File: config.mk
export PLATFORM = sky130hd
export DESIGN_NAME = dff_en_write_arbiter
export DESIGN_NICKNAME = d
export VERILOG_FILES = /design/src/rtl/dff_en_write_arbiter.sv
export SDC_FILE = /design/constraint.sdc
export NUM_CORES = 1
export LEC_CHECK = 0
export BUFFER_PORTS_ARGS = -buffer_cell sky130_fd_sc_hd__buf_4
export CAP_MARGIN = 20
export CORE_MARGIN = 2
export CORE_UTILIZATION = 30
export CTS_CLUSTER_SIZE = 24
export DETAILED_ROUTE_END_ITERATION = 7
export PLACE_DENSITY = 0.67
export SETUP_SLACK_MARGIN = 0.5
export SLEW_MARGIN = 20
export SYNTH_ARGS = -nofsm -noshare
export SYNTH_HDL_FRONTEND = slang
export SYNTH_SLANG_ARGS = --single-unit
File: constraint.sdc
create_clock -name clk -period 2.5 [get_ports clk]
set_clock_uncertainty 0.15 [all_clocks]
set_input_delay 0.5 -clock clk [delete_from_list [all_inputs] [get_ports clk]]
set_output_delay 0.5 -clock clk [all_outputs]
set_load 0.01 [all_outputs]
File: src/rtl/dff_en_write_arbiter.sv
// -----------------------------------------------------------------------------
// dff_en_write_arbiter
//
// Round-robin write arbiter and sequencer for a shared WIDTH-bit holding
// register built from DFF_EN cells. Four requesters compete for the register.
// The winner's data is driven onto reg_d with reg_en high for exactly one
// cycle, then a one-cycle ack pulse is returned to that requester.
//
// Sequence per write: IDLE (sample req) -> WRITE (reg_en=1) -> ACK (ack pulse)
// -> IDLE. Throughput is one write per three cycles. All outputs come straight
// from registers, so there is no combinational path from req to any output.
//
// Ports:
//   clk      rising-edge clock
//   reset    asynchronous active-low reset
//   req      [3:0]         level-sensitive write request, one bit per requester
//   data     [4*WIDTH-1:0] requester i's write data in [i*WIDTH +: WIDTH]
//   lock     [3:0]         burst-lock request (used only with ARB_LOCK_EN)
//   gnt      [3:0]         one-hot grant, zero when idle
//   ack      [3:0]         one-cycle write-complete pulse to the winner
//   reg_d    [WIDTH-1:0]   to the register's d inputs
//   reg_en                 to the register's en inputs
//   busy                   high whenever the FSM is not idle
//
// Optional feature (macro ARB_LOCK_EN):
//   When defined, a winner holding both lock and req at the end of its ACK
//   cycle goes straight back to WRITE with freshly sampled data, keeping the
//   grant and leaving the round-robin pointer untouched. Locked bursts run at
//   one write per two cycles. When undefined, lock is ignored and no lock
//   logic is built.
// -----------------------------------------------------------------------------
module dff_en_write_arbiter #(
    parameter int WIDTH = 8
) (
    input  logic               clk,
    input  logic               reset,
    input  logic [3:0]         req,
    input  logic [4*WIDTH-1:0] data,
    input  logic [3:0]         lock,
    output logic [3:0]         gnt,
    output logic [3:0]         ack,
    output logic [WIDTH-1:0]   reg_d,
    output logic               reg_en,
    output logic               busy
);

    typedef enum logic [1:0] {
        ST_IDLE  = 2'd0,
        ST_WRITE = 2'd1,
        ST_ACK   = 2'd2
    } state_t;

    state_t           r_state;
    logic [1:0]       r_ptr;      // last-served requester
    logic [1:0]       r_winner;   // requester currently being served
    logic [3:0]       r_gnt;
    logic [3:0]       r_ack;
    logic [WIDTH-1:0] r_reg_d;
    logic             r_reg_en;
    logic             r_busy;

    logic             w_any_req;
    logic [1:0]       w_pick;
    logic [WIDTH-1:0] w_pick_data;

    // -------------------------------------------------------------------------
    // Round-robin pick: search starts at ptr+1 and wraps modulo 4. Scanning
    // from the farthest candidate down to the nearest lets the nearest
    // requesting index overwrite the others, so it wins. k = 4 wraps to ptr
    // itself, which therefore has the lowest priority.
    // -------------------------------------------------------------------------
    always_comb begin
        // NOTE: every variable written here gets a default first, so no path
        // leaves it unassigned and no latch is inferred.
        w_pick = 2'd0;
        for (int k = 4; k >= 1; k--) begin
            if (req[2'(r_ptr + 2'(k))]) begin
                w_pick = 2'(r_ptr + 2'(k));
            end
        end
    end

    assign w_any_req   = |req;
    assign w_pick_data = data[int'(w_pick)*WIDTH +: WIDTH];

`ifdef ARB_LOCK_EN
    logic [WIDTH-1:0] w_winner_data;
    logic             w_lock_hold;

    // A burst continues only while the winner keeps both lock and req high.
    assign w_winner_data = data[int'(r_winner)*WIDTH +: WIDTH];
    assign w_lock_hold   = lock[r_winner] & req[r_winner];
`else
    // lock has no function in this build; fold it into a sink so it is
    // visibly consumed.
    logic w_unused_lock;
    assign w_unused_lock = ^lock;
`endif

    // -------------------------------------------------------------------------
    // Sequencer FSM. Every output is a register updated alongside the state,
    // so outputs change only on clock edges or on reset.
    // -------------------------------------------------------------------------
    always_ff @(posedge clk or negedge reset) begin
        // NOTE: sequential state uses non-blocking assignments so every
        // register samples the values from before this edge.
        if (!reset) begin
            r_state  <= ST_IDLE;
            r_ptr    <= 2'd3;       // requester 0 gets first priority
            r_winner <= 2'd0;
            r_gnt    <= 4'b0000;
            r_ack    <= 4'b0000;
            r_reg_d  <= '0;
            r_reg_en <= 1'b0;
            r_busy   <= 1'b0;
        end else begin
            unique case (r_state)
                ST_IDLE: begin
                    if (w_any_req) begin
                        r_winner <= w_pick;
                        r_gnt    <= 4'b0001 << w_pick;
                        r_reg_d  <= w_pick_data;
                        r_reg_en <= 1'b1;
                        r_busy   <= 1'b1;
                        r_state  <= ST_WRITE;
                    end
                end

                ST_WRITE: begin
                    // The register captures reg_d at this edge; the ack
                    // follows in the next cycle to the granted requester.
                    r_reg_en <= 1'b0;
                    r_ack    <= r_gnt;
                    r_state  <= ST_ACK;
                end

                ST_ACK: begin
                    r_ack <= 4'b0000;
`ifdef ARB_LOCK_EN
                    if (w_lock_hold) begin
                        // Locked burst: re-sample the winner's data and write
                        // again; grant and pointer stay as they are.
                        r_reg_d  <= w_winner_data;
                        r_reg_en <= 1'b1;
                        r_state  <= ST_WRITE;
                    end else
`endif
                    begin
                        r_ptr   <= r_winner;
                        r_gnt   <= 4'b0000;
                        r_busy  <= 1'b0;
                        r_state <= ST_IDLE;
                    end
                end

                default: begin
                    // Unreachable encoding: fall back to a clean idle.
                    r_gnt    <= 4'b0000;
                    r_ack    <= 4'b0000;
                    r_reg_en <= 1'b0;
                    r_busy   <= 1'b0;
                    r_state  <= ST_IDLE;
                end
            endcase
        end
    end

    assign gnt    = r_gnt;
    assign ack    = r_ack;
    assign reg_d  = r_reg_d;
    assign reg_en = r_reg_en;
    assign busy   = r_busy;

endmodule

== Word level (Yosys, flattened, before mapping) ==
Index checks and enable logic that the tools add are counted.
Widths: inputs -> output; s select.

* Flip-flop bits (word level): 24
* Bits of input ports: 42
* Output and inout bits: 18

* Add/sub/neg operators: 3
* Magnitude comparators: 4
* Equality and inequality tests: 3
* Shift operators: 2
* Multiplexer cells: 20
* Bitwise gates (word level): 2
* Reduce and logical (&&, ||, !) cells: 5

{| class="wikitable"
|+ Operators with widths
! kind !! number
|-
| $shiftx 32x6->8 || 1
|-
| $pmux 4 s2 || 2
|-
| $lt 2x3->1 const B || 4
|-
| $mux 2 || 5
|-
| $bmux 1 s2 || 4
|-
| $reduce_and 2->1 || 3
|-
| $mux 1 || 5
|-
| $add 2x2->2 const B || 2
|-
| $mux 4 || 1
|-
| $pmux 1 s2 || 2
|-
| $pmux 2 s2 || 1
|-
| $reduce_or 4->1 || 1
|-
| $shl 1x2->4 const A || 1
|-
| $add 2x1->2 const B || 1
|-
| $eq 2x1->1 const B || 1
|-
| $eq 2x2->1 const B || 1
|-
| $logic_not 2->1 || 1
|-
| $ne 2x2->1 const B || 1
|-
| $not 1->1 || 2
|}

== Logic depth before layout (Yosys ltp) ==
* Word-level depth: 9
* Mapped depth: 8
* Mapped depth without buffers: 6

== Worst setup path after synthesis ==
OpenSTA, ideal clock, no wires.

* Kind: input to register
* From: in req[0]
* To: reg r_reg_d[7], in the netlist reg_d[7]
* Library setup time: 0.141 ns
* Arrival time: 1.628 ns
* Data required time: 2.209 ns
* Setup slack: 0.580 ns
* Stages: 8
* Buffers on the path: 3
* Cells stage by stage: nand2b_1 > a21bo_1 > buf_6 > and3_4 > buf_6 > buf_8 > a211oi_2 > a211oi_1

* Cells in the longest elaborated chain, start to end: 7

{| class="wikitable"
|+ Ends and longest elaborated chain
! what !! RTL line !! text
|-
| start: declaration || 37 || <nowiki>input logic [3:0] req,</nowiki>
|-
| $bmux 1 s2 || 77 || <nowiki>if (req[2'(r_ptr + 2'(k))]) begin</nowiki>
|-
| $mux 1 (not written as such) || 77 ||
|-
| $mux 2 (4 in a row) || 77 ||
|-
| $shiftx 32x6->8 || 84 || <nowiki>assign w_pick_data = data[int'(w_pick)*WIDTH +: WIDTH];</nowiki>
|-
| end signal: assignment || 122 || <nowiki>r_reg_d <= w_pick_data;</nowiki>
|-
| end: declaration || 58 || <nowiki>logic [WIDTH-1:0] r_reg_d;</nowiki>
|}

Several ways; a longest one is shown, not always the timed one. The select of a mux whose other input is x is not followed.
A chain may end at the register's enable or synchronous reset.

== Final worst setup path ==
* From: in req[0]
* To: reg r_reg_d[0], in the netlist reg_d[0]

Same word-level chain as after synthesis.

==> metrics.md <==
| Metric | Value |
|---|---|
| Outcome | `completed` |
| Die Y-Extent | `70.5 um` |
| Power per Cell Area | `around 1100 nW/um^2` |
| Count of fill cells added during filler insertion | `427` |
| Startpoint type of the worst setup path | `input port` |
| Final total negative setup slack | `0 ps` |
| CTS Buf Count | `3` |
| Main synth FF type | `dfrtp_1` |
| Max-slew headroom at the worst pin | `0.712` |
| Die X | `approximately 70 um` |
| Fin nets | `228` |
| Destination of the critical timing path | `reg_d[0]` |
| CP Capture Type | `register` |
| Initial antenna violation count | `0` |
| FF-to-FF path depth | `5` |
| Avg Vias per Cell | `4.79` |
| Number of enable-type register cells in the synthesized netlist | `0` |
| Worst setup path start | `req[0]` |
| Main area contributors after synthesis | `dfrtp_1 42%, mux2i_1 9.1%, a211oi_2 6.6%, a211oi_1 5.1%, nor2_1 4.5%` |
| Number of warnings issued by yosys | `0` |
| Total clock sinks | `24` |
| Post-Route Hold Slack | `345 ps` |
| Depth of the CTS H-tree | `1` |
| Crit Reg-Reg Endpoint | `reg_d[0]` |
| Top post-synthesis cells by count | `22 x dfrtp_1, 16 x nor2_1, 12 x mux2i_1, 9 x a211oi_1, 9 x inv_1` |
| HPWL after DPL | `between 2000 and 2500 um` |
| Average size of a mapped cell | `between 10 and 15 sq um` |
| Number of optimization iterations in the first detailed-route pass | `4` |
| Count of nets left with antenna violations after detail routing | `0` |
| Peak supply drop | `between 0.3 and 0.4 mV` |
| Cell count after placement | `230` |
| Most numerous cell in the Yosys netlist | `dfrtp_1` |
| Fmax | `a little over 500 MHz` |
| Clock network latency to the later pin of the worst-skew pair | `roughly 260 ps` |
| RePlAce Congestion | `approximately 0.7` |
| Total GRT Usage | `0.133` |
| Utilization of the core after routing | `0.435` |
| Initial DRC count | `38` |
| Synthesized Nets | `168` |
| CTS tree | `done` |
| Total congestion overflow | `0` |
| Wire length after detailed routing | `3210 um` |
| Core area | `between 4000 and 5000 sq um` |
| Initial Util | `0.309` |
| Cell area after technology mapping | `1330 sq um` |
| Required time worst endpoint | `2490 ps` |
| Power Total | `2.09 mW` |
| Storage cell area | `603 sq um` |
| Type of the setup path with the least slack | `input port to register` |
| Row cnt | `24` |
| Path type of the worst min-delay path | `register to register` |
| Period Utilization, post-route | `0.772` |
| Pin count of the biggest net entering global routing | `25` |
| Fin. Hold Viols | `0` |
| Worst reg-to-reg setup slack | `roughly 630 ps` |
| Proportion of synthesized chip area in sequential cells | `0.455` |
| Number of storage elements in the synthesis netlist | `24` |
| Layout cells sized above 1 | `0.454` |
| Critical-path maximum fanout | `11` |
| Reported leakage power | `0.898 nW` |
| Post-Syn Instances | `126` |
| Root buffer cell | `clkbuf_8` |
| First-pass GRT wire length | `5270 um` |
| Arrival time at the worst endpoint | `roughly 1900 ps` |
| Total vias in the final route | `1136` |
| CTS clk-pin slew, worst paths | `90 ps` |
| Clock tree buffer depth | `2` |
| Area added between synthesis and finish | `40.8%` |
| Fraction of synthesis flops using an asynchronous set or reset pin | `1.00` |
| RSZ-0062 raised after global routing | `no` |
| Maxcap violations | `0` |
| Final worst path period need | `1930 ps` |
| Number of cells in the finished layout apart from fillers | `between 200 and 250` |
| DRC violations left | `0` |
| Number of I/O port buffers | `55` |
| Setup violation total in the final timing report | `0` |
| Largest area contributor in the synthesized netlist | `dfrtp_1` |
| Number of top-level pins | `60` |
| Distinct cell type count after synthesis | `33` |
| Multi-input gate area in the final layout | `~620 sq um` |
| Number of inserted diodes | `0` |
| Worst Tran Pin Value | `432 ps` |
| Reg-to-reg critical path startpoint | `r_ptr[0]` |
| Max-slew violation count | `0` |
| Yosys top cell area share | `0.415` |
| Vias in the first global route | `1090` |
| Die outline area | `~5000 sq um` |
| Routed length per instance | `13.5 um` |
## timing repair
item | CTS | global route
hold buffers | 1 | 0
endpoints found under the hold margin | 22 | 0
pin swaps | 1 | 0
buffers inserted | 2 | 0
setup endpoints to repair | 8 | 10
gates resized for setup | 0 | 3
## worst min path at each step
stage / from / endpoint / slack [ps] / cells after the start
floorplan: reset / ack[0] / 50 / 0
global placement: reset / ack[0] / 260 / 1
detailed placement: reset / ack[1] / 270 / 1
CTS: r_winner[0] / r_winner[0] / 340 / 2
global route: r_winner[0] / r_winner[0] / 370 / 2
finish: r_winner[0] / r_winner[0] / 340 / 2
## registers in the layout, indices dropped and copies added (netlist names)
| register | cells |
|---|---|
| ack | 4 |
| busy | 1 |
| gnt | 4 |
| r_ptr | 2 |
| r_state | 2 |
| r_winner | 2 |
| reg_d | 8 |
| reg_en | 1 |
## stage by stage
step	area (sq um)	setup slack, ps
after CTS	1860	505
final	1870	569
after floorplan	1330	580
after global routing	1870	505
after detailed placement	1760	283
after global placement	1760	322
## critical path, stage by stage
cell and delay (ps):
buf_4 120, or2_2 300, a311oi_2 430, nand2_4 220
a211oi_1 270, a211oi_1 80
## cells by family after synthesis
kind of cell    share of synthesized area
compound gates                      0.214
flops                               0.455
simple gates                        0.137
mux                                 0.108
buf+inv                            0.0868
## power by group
part	internal [mW]	total, mW	switching (mW)
Combinational	0.572	1.15	0.574
Sequential	0.589	0.713	0.124
Clock	0.114	0.234	0.121
Total	1.27	2.09	0.819
## per-layer routing
metal / vias up / GRT usage / share of wire
met5: - / 0 / 0
met4: 0 / 0.0321 / 0.0040
met3: 2 / 0.0317 / 0.073
met2: 37 / 0.215 / 0.47
met1: 529 / 0.178 / 0.45
li1: 568 / - / -
## layout make-up
class	instances	share of cell area
sequential	24	0.323
multi-input combinational	85	0.332
inverter	10	0.0228
clock buffer	4	0.0241
timing repair buffer	62	0.264
tap	52	0.0348
## cells in the final DEF (no fill, tap or decap), types with 2 or more instances in the layout
| cell type | Yosys | final |
|---|---|---|
| nand2b_1 | 3 | 3 |
| o21ai_0 | 2 | 2 |
| mux2_2 | 2 | 2 |
| o21ai_1 | 2 | 2 |
| mux2i_1 | 12 | 12 |
| nor2_1 | 16 | 16 |
| a211oi_1 | 9 | 9 |
| buf_12 | 0 | 2 |
| nor2b_1 | 2 | 2 |
| a22o_1 | 2 | 2 |
| dfrtp_1 | 22 | 22 |
| nand2_1 | 7 | 7 |
| a31oi_1 | 8 | 8 |
| dfstp_2 | 2 | 2 |
| buf_4 | 1 | 59 |
| inv_1 | 9 | 9 |
| clkbuf_8 | 0 | 3 |
| a211oi_2 | 7 | 7 |
(Power assumes the default switching activity.)
